--- config.mk ---
export PLATFORM = sky130hd
export DESIGN_NAME = interrupter_burst
export DESIGN_NICKNAME = d
export VERILOG_FILES = /design/src/rtl/interrupter_burst.sv
export SDC_FILE = /design/constraint.sdc
export NUM_CORES = 1
export LEC_CHECK = 0
export CAP_MARGIN = 20
export CORE_MARGIN = 8
export CORE_UTILIZATION = 49
export CTS_CLUSTER_DIAMETER = 100
export CTS_CLUSTER_SIZE = 10
export DETAILED_ROUTE_END_ITERATION = 12
export PLACE_DENSITY = 0.73
export SLEW_MARGIN = 30
export SYNTH_ARGS = -nofsm -noshare
export SYNTH_HDL_FRONTEND = slang
export SYNTH_SLANG_ARGS = --single-unit
export TNS_END_PERCENT = 30
--- constraint.sdc ---
create_clock -name clk_i -period 3.71 [get_ports clk_i]
set_input_delay 0.371 -clock clk_i [delete_from_list [all_inputs] [get_ports clk_i]]
set_output_delay 0.371 -clock clk_i [all_outputs]
set_load 0.005 [all_outputs]
--- src/rtl/interrupter_burst.sv ---
// DRSSTC interrupter: arithmetic period, burst modulation, OCD lockout with trip
// counting and latched fault. Gate drive changes only on gen rising edges.
module interrupter_burst #(
  parameter  int CLK_MHZ      = 100,
  parameter  int FREQ_MIN_HZ  = 10_000,
  parameter  int PAR_MAX_VAL  = 255,
  parameter  int PW_STEP_MUL  = 1,
  parameter  int SKIP_CNT_MAX = 3,
  parameter  int FAULT_TRIPS  = 4,
  parameter  int BURST_MAX    = 15,
  parameter  int SYNC_STAGES  = 2,
  localparam int W_PAR        = $clog2(PAR_MAX_VAL + 1),
  localparam int W_BURST      = $clog2(BURST_MAX + 1)
) (
  input  logic               clk_i,
  input  logic               rst_n_i,
  input  logic               gen_i,
  input  logic               ocd_i,
  input  logic               en_i,
  input  logic               mode_i,
  input  logic [W_PAR-1:0]   freq_par_i,
  input  logic [W_PAR-1:0]   pw_par_i,
  input  logic [W_BURST-1:0] burst_on_i,
  input  logic [W_BURST-1:0] burst_off_i,
  input  logic               fault_clr_i,
  output logic               out_p_o,
  output logic               out_n_o,
  output logic               int_out_o,
  output logic               lockout_o,
  output logic               fault_o
);

  localparam int FREQ_RATIO = CLK_MHZ * 1_000_000 / FREQ_MIN_HZ;
  localparam int PER_STEP   = FREQ_RATIO / (PAR_MAX_VAL + 1);
  localparam int W_PER      = $clog2(FREQ_RATIO + 1);
  localparam int W_PWC      = W_PAR + W_PER;
  localparam int W_SKIP     = $clog2(SKIP_CNT_MAX + 1);
  localparam int W_TRIP     = $clog2(FAULT_TRIPS + 1);
  localparam logic [W_SKIP-1:0] SKIP_RELOAD = W_SKIP'(SKIP_CNT_MAX);
  localparam logic [W_TRIP-1:0] TRIP_LIMIT  = W_TRIP'(FAULT_TRIPS);

  typedef enum logic [1:0] {S_RUN, S_LOCKOUT, S_FAULT} state_t;

  state_t               state_q;
  logic [SYNC_STAGES-1:0] ocd_sync_q;
  logic                 ocd_s, ocd_s_q, ocd_rise;
  logic                 gen_q, gen_rise;
  logic                 init_q;
  logic [W_PER-1:0]     period_q, pw_q, phase_q, phase_d;
  logic [W_BURST-1:0]   bon_q, boff_q, burst_idx_q, burst_idx_d;
  logic                 mode_q;
  logic                 ocd_seen_q, ocd_seen_d;
  logic                 load, wrap, int_on, burst_act, int_out;
  logic [W_PER-1:0]     per_calc, pw_sel;
  logic [W_PWC-1:0]     pw_calc;
  logic [W_BURST:0]     burst_sum;
  logic                 ff_q, lockout_q, fault_q;
  logic [W_SKIP-1:0]    skip_cnt_q;
  logic [W_TRIP-1:0]    trip_cnt_q, trip_inc;

  assign ocd_s    = ocd_sync_q[SYNC_STAGES-1];
  assign ocd_rise = ocd_s & ~ocd_s_q;
  assign gen_rise = gen_i & ~gen_q;

  assign per_calc = W_PER'(FREQ_RATIO) - W_PER'(freq_par_i) * W_PER'(PER_STEP);
  assign pw_calc  = W_PWC'(pw_par_i) * W_PWC'(PW_STEP_MUL);
  assign pw_sel   = (pw_calc < W_PWC'(per_calc)) ? pw_calc[W_PER-1:0] : per_calc;

  // Parameters are sampled only at a period boundary (or while idle) so a window never glitches.
  assign wrap = init_q & en_i & (phase_q + W_PER'(1) >= period_q);
  assign load = ~init_q | ~en_i | wrap;

  assign burst_sum = {1'b0, bon_q} + {1'b0, boff_q};
  assign int_on    = phase_q < pw_q;
  assign burst_act = ~mode_q | (burst_idx_q < bon_q);
  assign int_out   = en_i & int_on & burst_act & (state_q == S_RUN);
  assign trip_inc  = (trip_cnt_q == TRIP_LIMIT) ? trip_cnt_q : trip_cnt_q + W_TRIP'(1);

  always_comb begin
    phase_d     = phase_q;
    burst_idx_d = burst_idx_q;
    ocd_seen_d  = ocd_seen_q | ocd_s;
    if (!init_q || !en_i) begin
      phase_d     = '0;
      burst_idx_d = '0;
    end else if (wrap) begin
      phase_d    = '0;
      ocd_seen_d = ocd_s;
      if (!mode_i || burst_sum == '0 ||
          ({1'b0, burst_idx_q} + (W_BURST+1)'(1) >= burst_sum))
        burst_idx_d = '0;
      else
        burst_idx_d = burst_idx_q + W_BURST'(1);
    end else begin
      phase_d = phase_q + W_PER'(1);
    end
  end

  always_ff @(posedge clk_i or negedge rst_n_i) begin
    if (!rst_n_i) begin
      ocd_sync_q  <= '0;
      ocd_s_q     <= 1'b0;
      gen_q       <= 1'b0;
      init_q      <= 1'b0;
      phase_q     <= '0;
      burst_idx_q <= '0;
      ocd_seen_q  <= 1'b0;
      period_q    <= '0;
      pw_q        <= '0;
      bon_q       <= '0;
      boff_q      <= '0;
      mode_q      <= 1'b0;
    end else begin
      ocd_sync_q  <= {ocd_sync_q[SYNC_STAGES-2:0], ocd_i};
      ocd_s_q     <= ocd_s;
      gen_q       <= gen_i;
      init_q      <= 1'b1;
      phase_q     <= phase_d;
      burst_idx_q <= burst_idx_d;
      ocd_seen_q  <= ocd_seen_d;
      if (load) begin
        period_q <= per_calc;
        pw_q     <= pw_sel;
        bon_q    <= burst_on_i;
        boff_q   <= burst_off_i;
        mode_q   <= mode_i;
      end
    end
  end

  // state   | meaning
  // S_RUN   | gate follows the interrupter window on gen rising edges
  // S_LOCKOUT | gate held off for SKIP_CNT_MAX gen rises after an OCD event
  // S_FAULT | too many consecutive trips; gate off until fault_clr
  always_ff @(posedge clk_i or negedge rst_n_i) begin
    if (!rst_n_i) begin
      state_q    <= S_RUN;
      ff_q       <= 1'b0;
      skip_cnt_q <= SKIP_RELOAD;
      trip_cnt_q <= '0;
      lockout_q  <= 1'b0;
      fault_q    <= 1'b0;
    end else begin
      case (state_q)
        S_RUN: begin
          if (ocd_s) begin
            trip_cnt_q <= trip_inc;
            skip_cnt_q <= SKIP_RELOAD;
            if (gen_rise) ff_q <= 1'b0;
            if (trip_inc == TRIP_LIMIT) begin
              state_q <= S_FAULT;
              fault_q <= 1'b1;
              ff_q    <= 1'b0;
            end else begin
              state_q   <= S_LOCKOUT;
              lockout_q <= 1'b1;
            end
          end else begin
            if (gen_rise) ff_q <= int_out;
            if (wrap && !ocd_seen_q) trip_cnt_q <= '0;
          end
        end
        S_LOCKOUT: begin
          if (gen_rise) begin
            ff_q <= 1'b0;
            if (skip_cnt_q != '0) skip_cnt_q <= skip_cnt_q - W_SKIP'(1);
          end
          if (ocd_rise) begin
            skip_cnt_q <= SKIP_RELOAD;
            trip_cnt_q <= trip_inc;
            if (trip_inc == TRIP_LIMIT) begin
              state_q   <= S_FAULT;
              fault_q   <= 1'b1;
              lockout_q <= 1'b0;
              ff_q      <= 1'b0;
            end
          end else if (skip_cnt_q == '0 && !ocd_s) begin
            state_q   <= S_RUN;
            lockout_q <= 1'b0;
          end
        end
        S_FAULT: begin
          ff_q <= 1'b0;
          if (fault_clr_i && !ocd_s) begin
            state_q    <= S_RUN;
            fault_q    <= 1'b0;
            trip_cnt_q <= '0;
            skip_cnt_q <= SKIP_RELOAD;
          end
        end
        default: begin
          state_q   <= S_RUN;
          lockout_q <= 1'b0;
          fault_q   <= 1'b0;
          ff_q      <= 1'b0;
        end
      endcase
    end
  end

  assign out_p_o   = ff_q & gen_q;
  assign out_n_o   = ff_q & ~gen_q;
  assign int_out_o = int_out;
  assign lockout_o = lockout_q;
  assign fault_o   = fault_q;

endmodule

# == Word level (Yosys, flattened, before mapping) ==
# Index checks and enable logic that the tools add are counted.
# word_totals
memories,0
regBits,71
latch_bits,0
ram_bits,0
output_inout_bits,5
romBits,0
# classes
eq_ne,14
bitwise,19
muxes,44
magnitude_cmp,5
reduce_logical,22
addsub,7
n_shift,0
multipliers,1
div_mod_pow,0
# op_table
operator,count
$mux W14,3
$mux W2,11
$mux W1,16
$mux W3,5
$ne A3 B3 Y1 const B,5
$add A14 B1 Y14 const B,1
$ge A14 B14 Y1,1
$lt A14 B14 Y1,1
$lt A8 B14 Y1,1
$mul A8 B6 Y14 const B,1
$sub A14 B14 Y14 const A,1
$mux W4,3
$pmux W2 S3,2
$reduce_and A5 Y1,2
$and A1 B1 Y1,9
$pmux W3 S3,1
$ne A2 B2 Y1 const B,4
$reduce_and A4 Y1,2
$eq A3 B3 Y1 const B,2
$not A1 Y1,6
$pmux W1 S3,2
$add A4 B1 Y5 const B,1
$add A4 B4 Y5,1
$ge A5 B5 Y1,1
other kinds (17),30

# == Longest topological paths before layout ==
# Gate-level depths: netlist (run 1).
# logic_depth
word_depth,7
mapped_depth,19

# == Least setup slack after synthesis (run 1) ==
# No wires, ideal clock.
# synth_path
kind,input -> register
startpoint,in freq_par_i[4]
endpoint,reg pw_q[0]
stages,17
required_ps,3631
arrival_time_ps,4335
setup_time_ps,79
slack_ps,-704
cell_sequence,fa_1 > ha_1 > inv_1 > fa_1 > ha_1 > ha_1 > a21o_1 > a31oi_1 > nand2_1 > xnor2_1 > ha_1 > o21a_1 > o21ai_0 > a31oi_1 > o211ai_1 > nor4_4 > mux2i_1
# synth_via
elab_chain_len,4
# synth_lines
element,line,source
"start, declared",21,"input logic [W_PAR-1:0] freq_par_i,"
$mul A8 B6 Y14,65,assign per_calc = W_PER'(FREQ_RATIO) - W_PER'(freq_par_i) * W_PER'(PER_STEP);
$sub A14 B14 Y14,65,
$lt A8 B14 Y1,67,assign pw_sel = (pw_calc < W_PWC'(per_calc)) ? pw_calc[W_PER-1:0] : per_calc;
$mux W14,67,
"end signal, assigned",123,pw_q <= pw_sel;
"end, declared",49,"logic [W_PER-1:0] period_q, pw_q, phase_q, phase_d;"
# No other way between the ends.
# A chain may end at the register's enable or synchronous reset.

# == Worst setup path in the final report (run 1) ==
# layout_path
startpoint,in freq_par_i[7]
endpoint,reg pw_q[3]
# The elaborated chain is that of the path after synthesis.

==> impl_metrics.py, run 1 <==
metrics = {
    "critical_path": {
        "end_kind": "flip-flop",
        "reg2reg_to": "trip_cnt_q[1]",
        "crit_fanout": 4,
        "cp_data_required_time_ns": 3.98,
        "ff2ff_path_depth": 13,
        "crit_buf_inv": 3,
        "critPathLaunchType": "input port",
        "reg2reg_from": "phase_q[3]",
        "cp_top_family": "adder cells",
        "cp_slowest_cell": "fa_1",
        "cp_cell_sequence": "dlygate4sd2_1 > fa_1 > ha_4 > fa_1 > inv_1 > ha_1 > ha_4 > o21a_1 > nor2_1 > a31oi_2 > a21o_1 > a311o_1 > nor4_4 > buf_4 > mux2i_1",
        "critPathKind": "in2reg",
        "cp.arrival_ns": 4.25,
        "r2r_setup_slack_ns": 0.40,
        "slowest_delay_ns": 0.60,
    },
    "cells_and_area": {
        "drive_gt1_frac": 0.148,
        "ff_latch_area_mm2": 0.00178,
        "fin_nets": 820,
        "final_common_cell": "inv_1",
        "antenna_cells": 0,
        "fin_util": 0.619,
        "syn2layout_area_growth_pct": 23.3,
        "multiInputGateArea_mm2": 0.00348,
        "fill_cells": 917,
        "layout_common_cells": "inv_1 (78), ha_1 (77), dfrtp_1 (69)",
    },
    "synthesis": {
        "syn-cell-area_mm2": 0.00547,
        "async_flop_share": 1.00,
        "synth_cells": 597,
        "ys_warn_count": 0,
        "syn_nets": 725,
        "synth_cell_types": 56,
        "synthMuxAreaShare": 0.0240,
        "synth_adder_area_share": 0.238,
        "synth-compound-area-share": 0.157,
        "ys.flop_type": "dfrtp_1",
        "synth_xor_area_frac": 0.0369,
        "synth_top_family_by_area": "adder cells",
        "synth-seq-area-share": 0.325,
        "synth-simple-area-share": 0.154,
        "ys_ff_latch": 71,
        "syn_avg_cell_area_um2": 9.16,
        "synth_edf_count": 0,
    },
    "power_and_ir_drop": {
        "p_leak_nw": 3.45,
        "switchingPower_mw": 1.38,
        "p_int_mw": 2.32,
        "switching_share": 0.374,
        "power_density_mw_per_mm2": 549,
        "pwr-share-comb": 0.582,
        "ir_drop_v": 0.000338,
        "p_seq_frac": 0.264,
        "p_clk_frac": 0.153,
    },
    "placed_design": {
        "dp_worst_setup_slack_ns": -1.40,
        "gp_congestion": 0.866,
        "dp_hpwl_um": 9570,
        "io_buffers": 35,
    },
    "cts": {
        "cts_max_path_buffers": 2,
        "cts_tree": "built",
        "path_clk_slew_ns": 0.07,
        "cts_buffers": 9,
        "ctsHoldBuffers": 0,
        "insertion_delay_ns": 0.36,
        "htreeDepth": 3,
        "cts.sinks": 71,
        "root_buffer": "clkbuf_8",
    },
    "detailed_routing": {
        "routedWlPerCell_um": 14.6,
        "vias_per_cell": 5.34,
        "drc": 0,
        "ant_nets": 0,
        "drt_iter0_drc": 241,
        "dr.pass1.iters": 4,
        "wl_um": 12200,
        "vias": 4471,
    },
    "global_route": {
        "antenna_found_initial": 0,
        "grt_remaining_overflow": 0,
        "grt_usage": 0.177,
        "grt_first_pass_wirelength_um": 21300,
        "grt_max_degree": 51,
        "grt_pass1_vias": 4771,
    },
    "timing": {
        "fmax_mhz": 252,
        "finalWorstSetupSlack_ns": -0.264,
        "timing.final.crit_period_ns": 3.97,
        "slew_violations": 0,
        "hold_violations": 35,
        "grt_setup_unrepaired": "true",
        "hold_ws_ns": -0.0252,
        "setup_viol": 9,
        "skew_ns": 0.0121,
        "fin_crit_sh": 1.07,
    },
    "floorplanning": {
        "die_h_um": 122,
        "initial_core_util": 0.502,
        "die_area_mm2": 0.0148,
        "ios": 36,
        "fp.coreArea_mm2": 0.0109,
        "die_x_um": 122,
        "row_count": 38,
    },
    "flow_run": {
        "cap_violations": 0,
    },
    "run_status": {
        "outcome": "finished with violations",
        "violations": "negative hold slack, negative setup slack",
    },
    "worst_hold_path": {
        "hold_class": "in2async",
    },
}
## what timing repair did
| action | in CTS | in global routing |
|---|---|---|
| gates resized for setup | 35 | 14 |
| setup endpoints to repair | 12 | 10 |
| pin swaps | 13 | 12 |
| buffers inserted | 7 | 3 |
| endpoints found under the hold margin | 0 | 0 |
## state kept, by name, indices dropped and copies added (netlist names)
signal	count
trip_cnt_q	3
pw_q	14
ocd_s_q	1
period_q	14
burst_idx_q	4
mode_q	1
ocd_sync_q	2
fault_o	1
lockout_o	1
skip_cnt_q	2
ff_q	1
state_q	2
bon_q	4
boff_q	4
gen_q	1
init_q	1
ocd_seen_q	1
phase_q	14
## kinds of logic after synthesis
group	Yosys count
AND/OR/NAND/NOR	170
AO/OA/AOI/OAI	130
adder cells (fa/ha/maj)	97
buffers and inverters	92
flip-flops	71
XOR/XNOR	23
multiplexers	13
other	1
## cell usage after synthesis, types with 2 or more instances
master	count	area [um^2]
a2111oi_0	3	26.3
a211o_1	3	26.3
a211oi_1	3	22.5
a21o_1	21	158
a21oi_1	38	190
a221oi_1	3	26.3
a31oi_1	4	25.0
a41o_1	3	30.0
and2_1	15	93.8
and3_1	5	31.3
buf_1	3	11.3
clkbuf_1	8	30.0
dfrtp_1	69	1730
dfstp_2	2	52.6
fa_1	12	240
ha_1	85	1060
inv_1	81	304
mux2i_1	12	120
nand2_1	49	184
nand2b_1	13	81.3
nand3_1	13	65.1
nand4_1	4	25.0
nand4b_1	2	17.5
nor2_1	43	161
nor2b_1	9	56.3
nor3_1	5	25.0
nor3b_1	2	15.0
nor4_1	3	18.8
o2111ai_1	3	26.3
o211ai_1	3	22.5
o21a_1	5	37.5
o21ai_0	26	130
o31a_1	3	26.3
xnor2_1	12	105
xor2_1	11	96.3
## metrics by stage
stage	area (um^2)	instances	TNS (ns)	power (mW)	hold slack (ns)
after floorplan	5500	597	-3.54	2.17	0.0754
after global placement	6400	811	-11.99	2.81	0.336
after detailed placement	6400	811	-14.27	2.89	0.335
after CTS	6690	834	-3.00	3.61	0.131
after global routing	6740	837	-3.60	4.02	0.00507
final	6740	837	-1.94	3.70	-0.0252
## power groups by stage
stage	sequential, mW	combinational (mW)	clock, mW
after floorplan	0.973	1.20	0
after global placement	0.986	1.82	0
after detailed placement	0.994	1.90	0
after CTS	0.978	2.05	0.586
after global routing	0.998	2.41	0.609
final	0.977	2.15	0.567
## worst max path at each step
stage	from	slack (ns)	depth (start not counted)	endpoint
after global routing	freq_par_i[2]	-0.45	20	pw_q[3]
after floorplan	freq_par_i[6]	-0.44	17	pw_q[0]
after global placement	freq_par_i[4]	-1.20	19	pw_q[1]
after detailed placement	freq_par_i[4]	-1.40	19	pw_q[6]
final	freq_par_i[7]	-0.26	15	pw_q[3]
after CTS	freq_par_i[5]	-0.40	20	pw_q[6]
## metal layers
layer / vias to the layer above / global-route usage / routed length [um]
met5: - / 0 / 0
li1: 2250 / - / -
met3: 12 / 0.0356 / 306
met4: 0 / 0.0478 / 141
met1: 2165 / 0.200 / 5340
met2: 44 / 0.329 / 6410
## cell type report
type                    count  share of cell area
flip-flops and latches     71               0.264
clock inverters             2             0.00223
multi-input cells         434               0.517
clock buffers              14              0.0241
repair buffers             95               0.122
inverters                  81              0.0451
well taps                 140              0.0260
Power figures use the tool's default switching activity.
==> run 2, diff against run 1 <==
- GPL_ROUTABILITY_DRIVEN: default -> 0
==> results of run 2 <==
The final DEF is identical to that of run 1; final timing and power are the same.
==> run 3, diff against run 2 <==
- CAP_MARGIN: 20 -> default
- CORE_UTILIZATION: 49 -> 55
- PLACE_DENSITY: 0.73 -> 0.8
==> run 3 against run 2 <==
  * The run ends with negative setup slack left
  * Non-clock buffer count stayed put
  * Setup slack worse by 0.13 ns
  * First-iteration DRC count is 35% higher
  * Maximum frequency is 3.3% lower
  * Die area is 9.5% lower
  * Core utilization is 7.7 points higher
  * Sequential share of layout area is 0.13 points lower
  * Global-route usage is 2.8 points higher
  * Cell area is 0.50% higher
  * Critical endpoint is now pw_q[6]
==> impl_metrics.py, run 3 (synthesis results as in run 1) <==
metrics = {
    "run_status": {
        "outcome": "finished with violations",
        "violations": "negative setup slack",
    },
    "placed_design": {
        "dp_cells": 807,
        "dp_worst_setup_slack_ns": -1.49,
        "dp_hpwl_um": 9630,
        "io_buffers": 35,
        "dpl_cell_area_mm2": 0.00638,
    },
    "critical_path": {
        "cp_cell_sequence": "buf_8 > buf_4 > fa_1 > ha_4 > fa_1 > inv_1 > ha_1 > ha_4 > buf_4 > xnor2_4 > ha_4 > o21a_1 > o21ai_1 > a31oi_1 > o211ai_1 > nor4_4 > buf_12 > mux2i_1",
        "end_kind": "flip-flop",
        "slowest_delay_ns": 0.59,
        "cp.arrival_ns": 4.37,
        "critPathLaunch": "freq_par_i[5]",
        "cp_data_required_time_ns": 3.97,
        "cp_slowest_cell": "fa_1",
        "path_common_cell": "ha_4",
        "critPathKind": "in2reg",
        "crit_buf_inv": 5,
        "crit_fanout": 8,
        "reg2reg_from": "phase_q[2]",
        "cp_top_family": "adder cells",
        "critPathLaunchType": "input port",
    },
    "cells_and_area": {
        "reg_top3": "period_q (14), phase_q (14), pw_q (14)",
        "drive_gt1_frac": 0.154,
        "instances_no_fill": 830,
        "antenna_cells": 0,
        "final_cell_area_mm2": 0.00678,
        "fill_cells": 734,
        "fin_nets": 820,
        "layout_common_cells": "ha_1 (78), inv_1 (76), dfrtp_1 (69)",
        "syn2layout_area_growth_pct": 23.9,
        "final_common_cell": "ha_1",
    },
    "global_route": {
        "grt_pass1_vias": 4931,
        "grt_max_degree": 34,
        "grt_first_pass_wirelength_um": 22100,
        "grt_usage": 0.205,
        "antenna_found_initial": 0,
        "grt_remaining_overflow": 0,
    },
    "detailed_routing": {
        "wl_um": 12900,
        "ant_nets": 0,
        "vias_per_cell": 5.48,
        "drc": 0,
        "vias": 4551,
        "routedWlPerCell_um": 15.5,
        "drt_iter0_drc": 326,
        "dr.pass1.iters": 4,
    },
    "power_and_ir_drop": {
        "p_seq_frac": 0.254,
        "p_leak_nw": 3.47,
        "switching_share": 0.384,
        "p_clk_frac": 0.173,
        "pwr-share-comb": 0.573,
        "power_density_mw_per_mm2": 571,
        "switchingPower_mw": 1.49,
        "ir_drop_v": 0.000334,
        "finalPower_mw": 3.87,
        "p_int_mw": 2.38,
    },
    "floorplanning": {
        "die_x_um": 116,
        "die_h_um": 116,
        "ios": 36,
        "initial_core_util": 0.562,
        "fp.coreArea_mm2": 0.00973,
        "die_area_mm2": 0.0134,
        "row_count": 36,
    },
    "cts": {
        "insertion_delay_ns": 0.35,
        "root_buffer": "clkbuf_8",
        "cts.sinks": 71,
        "path_clk_slew_ns": 0.07,
        "cts_max_path_buffers": 2,
        "cts_buffers": 9,
        "cts_tree": "built",
        "htreeDepth": 3,
    },
    "flow_run": {
        "cap_violations": 0,
    },
    "timing": {
        "timing.final.crit_period_ns": 4.11,
        "tightest_slew_ns": 0.671,
        "skew_ns": 0.0167,
        "slew_violations": 0,
        "hold_ws_ns": 0.370,
        "finalWorstSetupSlack_ns": -0.399,
        "fin_crit_sh": 1.11,
        "hold_violations": 0,
        "grt_setup_unrepaired": "true",
        "fmax_mhz": 243,
        "timing.slew.headroom": 0.553,
        "setup_viol": 8,
    },
    "worst_hold_path": {
        "hold_class": "reg2reg",
        "hold_start": "ocd_sync_q[0]",
    },
}
==> run 3: changes by cell type in the layout (fill, tap and decap cells not counted), sizes merged <==
cell	delta
buf	-1
bufinv	+2
clkdlybuf4s15	-1
dlygate4sd2	+2
clkbuf	-5
clkinv	+2
dlygate4sd3	+1
==> run 3: metrics by stage <==
stage          TNS, ns   util
2_1_floorplan    -3.54      -
3_3_place_gp    -11.85  0.656
3_5_place_dp    -15.36  0.656
4_1_cts          -3.03  0.689
5_1_grt          -4.37  0.696
6_report         -2.97  0.696
==> run 3: layout make-up <==
cell class | instances | area, um^2 | area share
Multi-Input combinational cell | 434 | 3500 | 0.517
Sequential cell | 71 | 1780 | 0.263
Timing Repair Buffer | 95 | 813 | 0.120
Inverter | 81 | 304 | 0.0449
Tap cell | 133 | 166 | 0.0246
Clock buffer | 10 | 128 | 0.0188
Clock inverter | 6 | 85.1 | 0.0126
==> run 3: per-layer routing <==
metal	vias to the layer above	track usage	share of wire
met5	-	0	0
met3	19	0.0443	0.038
met1	2200	0.231	0.42
li1	2236	-	-
met4	0	0.0735	0.016
met2	96	0.373	0.53
==> run 3: timing repair <==
action,CTS,global route
pin swaps,13,13
gates resized for setup,37,13
setup buffers,5,1
hold buffers,1,0
endpoints found under the hold margin,11,0
endpoints found under the setup margin,14,11
==> run 3: worst paths after layout <==
path                       depth (start not counted)             to  slack (ns)
setup / recovery                                  18        pw_q[6]       -0.40
hold / removal                                     0  ocd_sync_q[1]        0.37
setup reg to reg                                  13        pw_q[6]        0.19
hold reg to reg                                    0  ocd_sync_q[1]        0.37
max in group asynchronous                          3  skip_cnt_q[0]        2.51
min in group asynchronous                          2       bon_q[0]        0.44
==> run 3: power groups by stage <==
stage                     sequential [mW]  combinational, mW  clock, mW
final                               0.983               2.21      0.669
after global routing                 1.00               2.44      0.711
after CTS                           0.980               2.02      0.677
after detailed placement            0.994               1.90          0
after global placement              0.987               1.80          0
after floorplan                     0.973               1.20          0
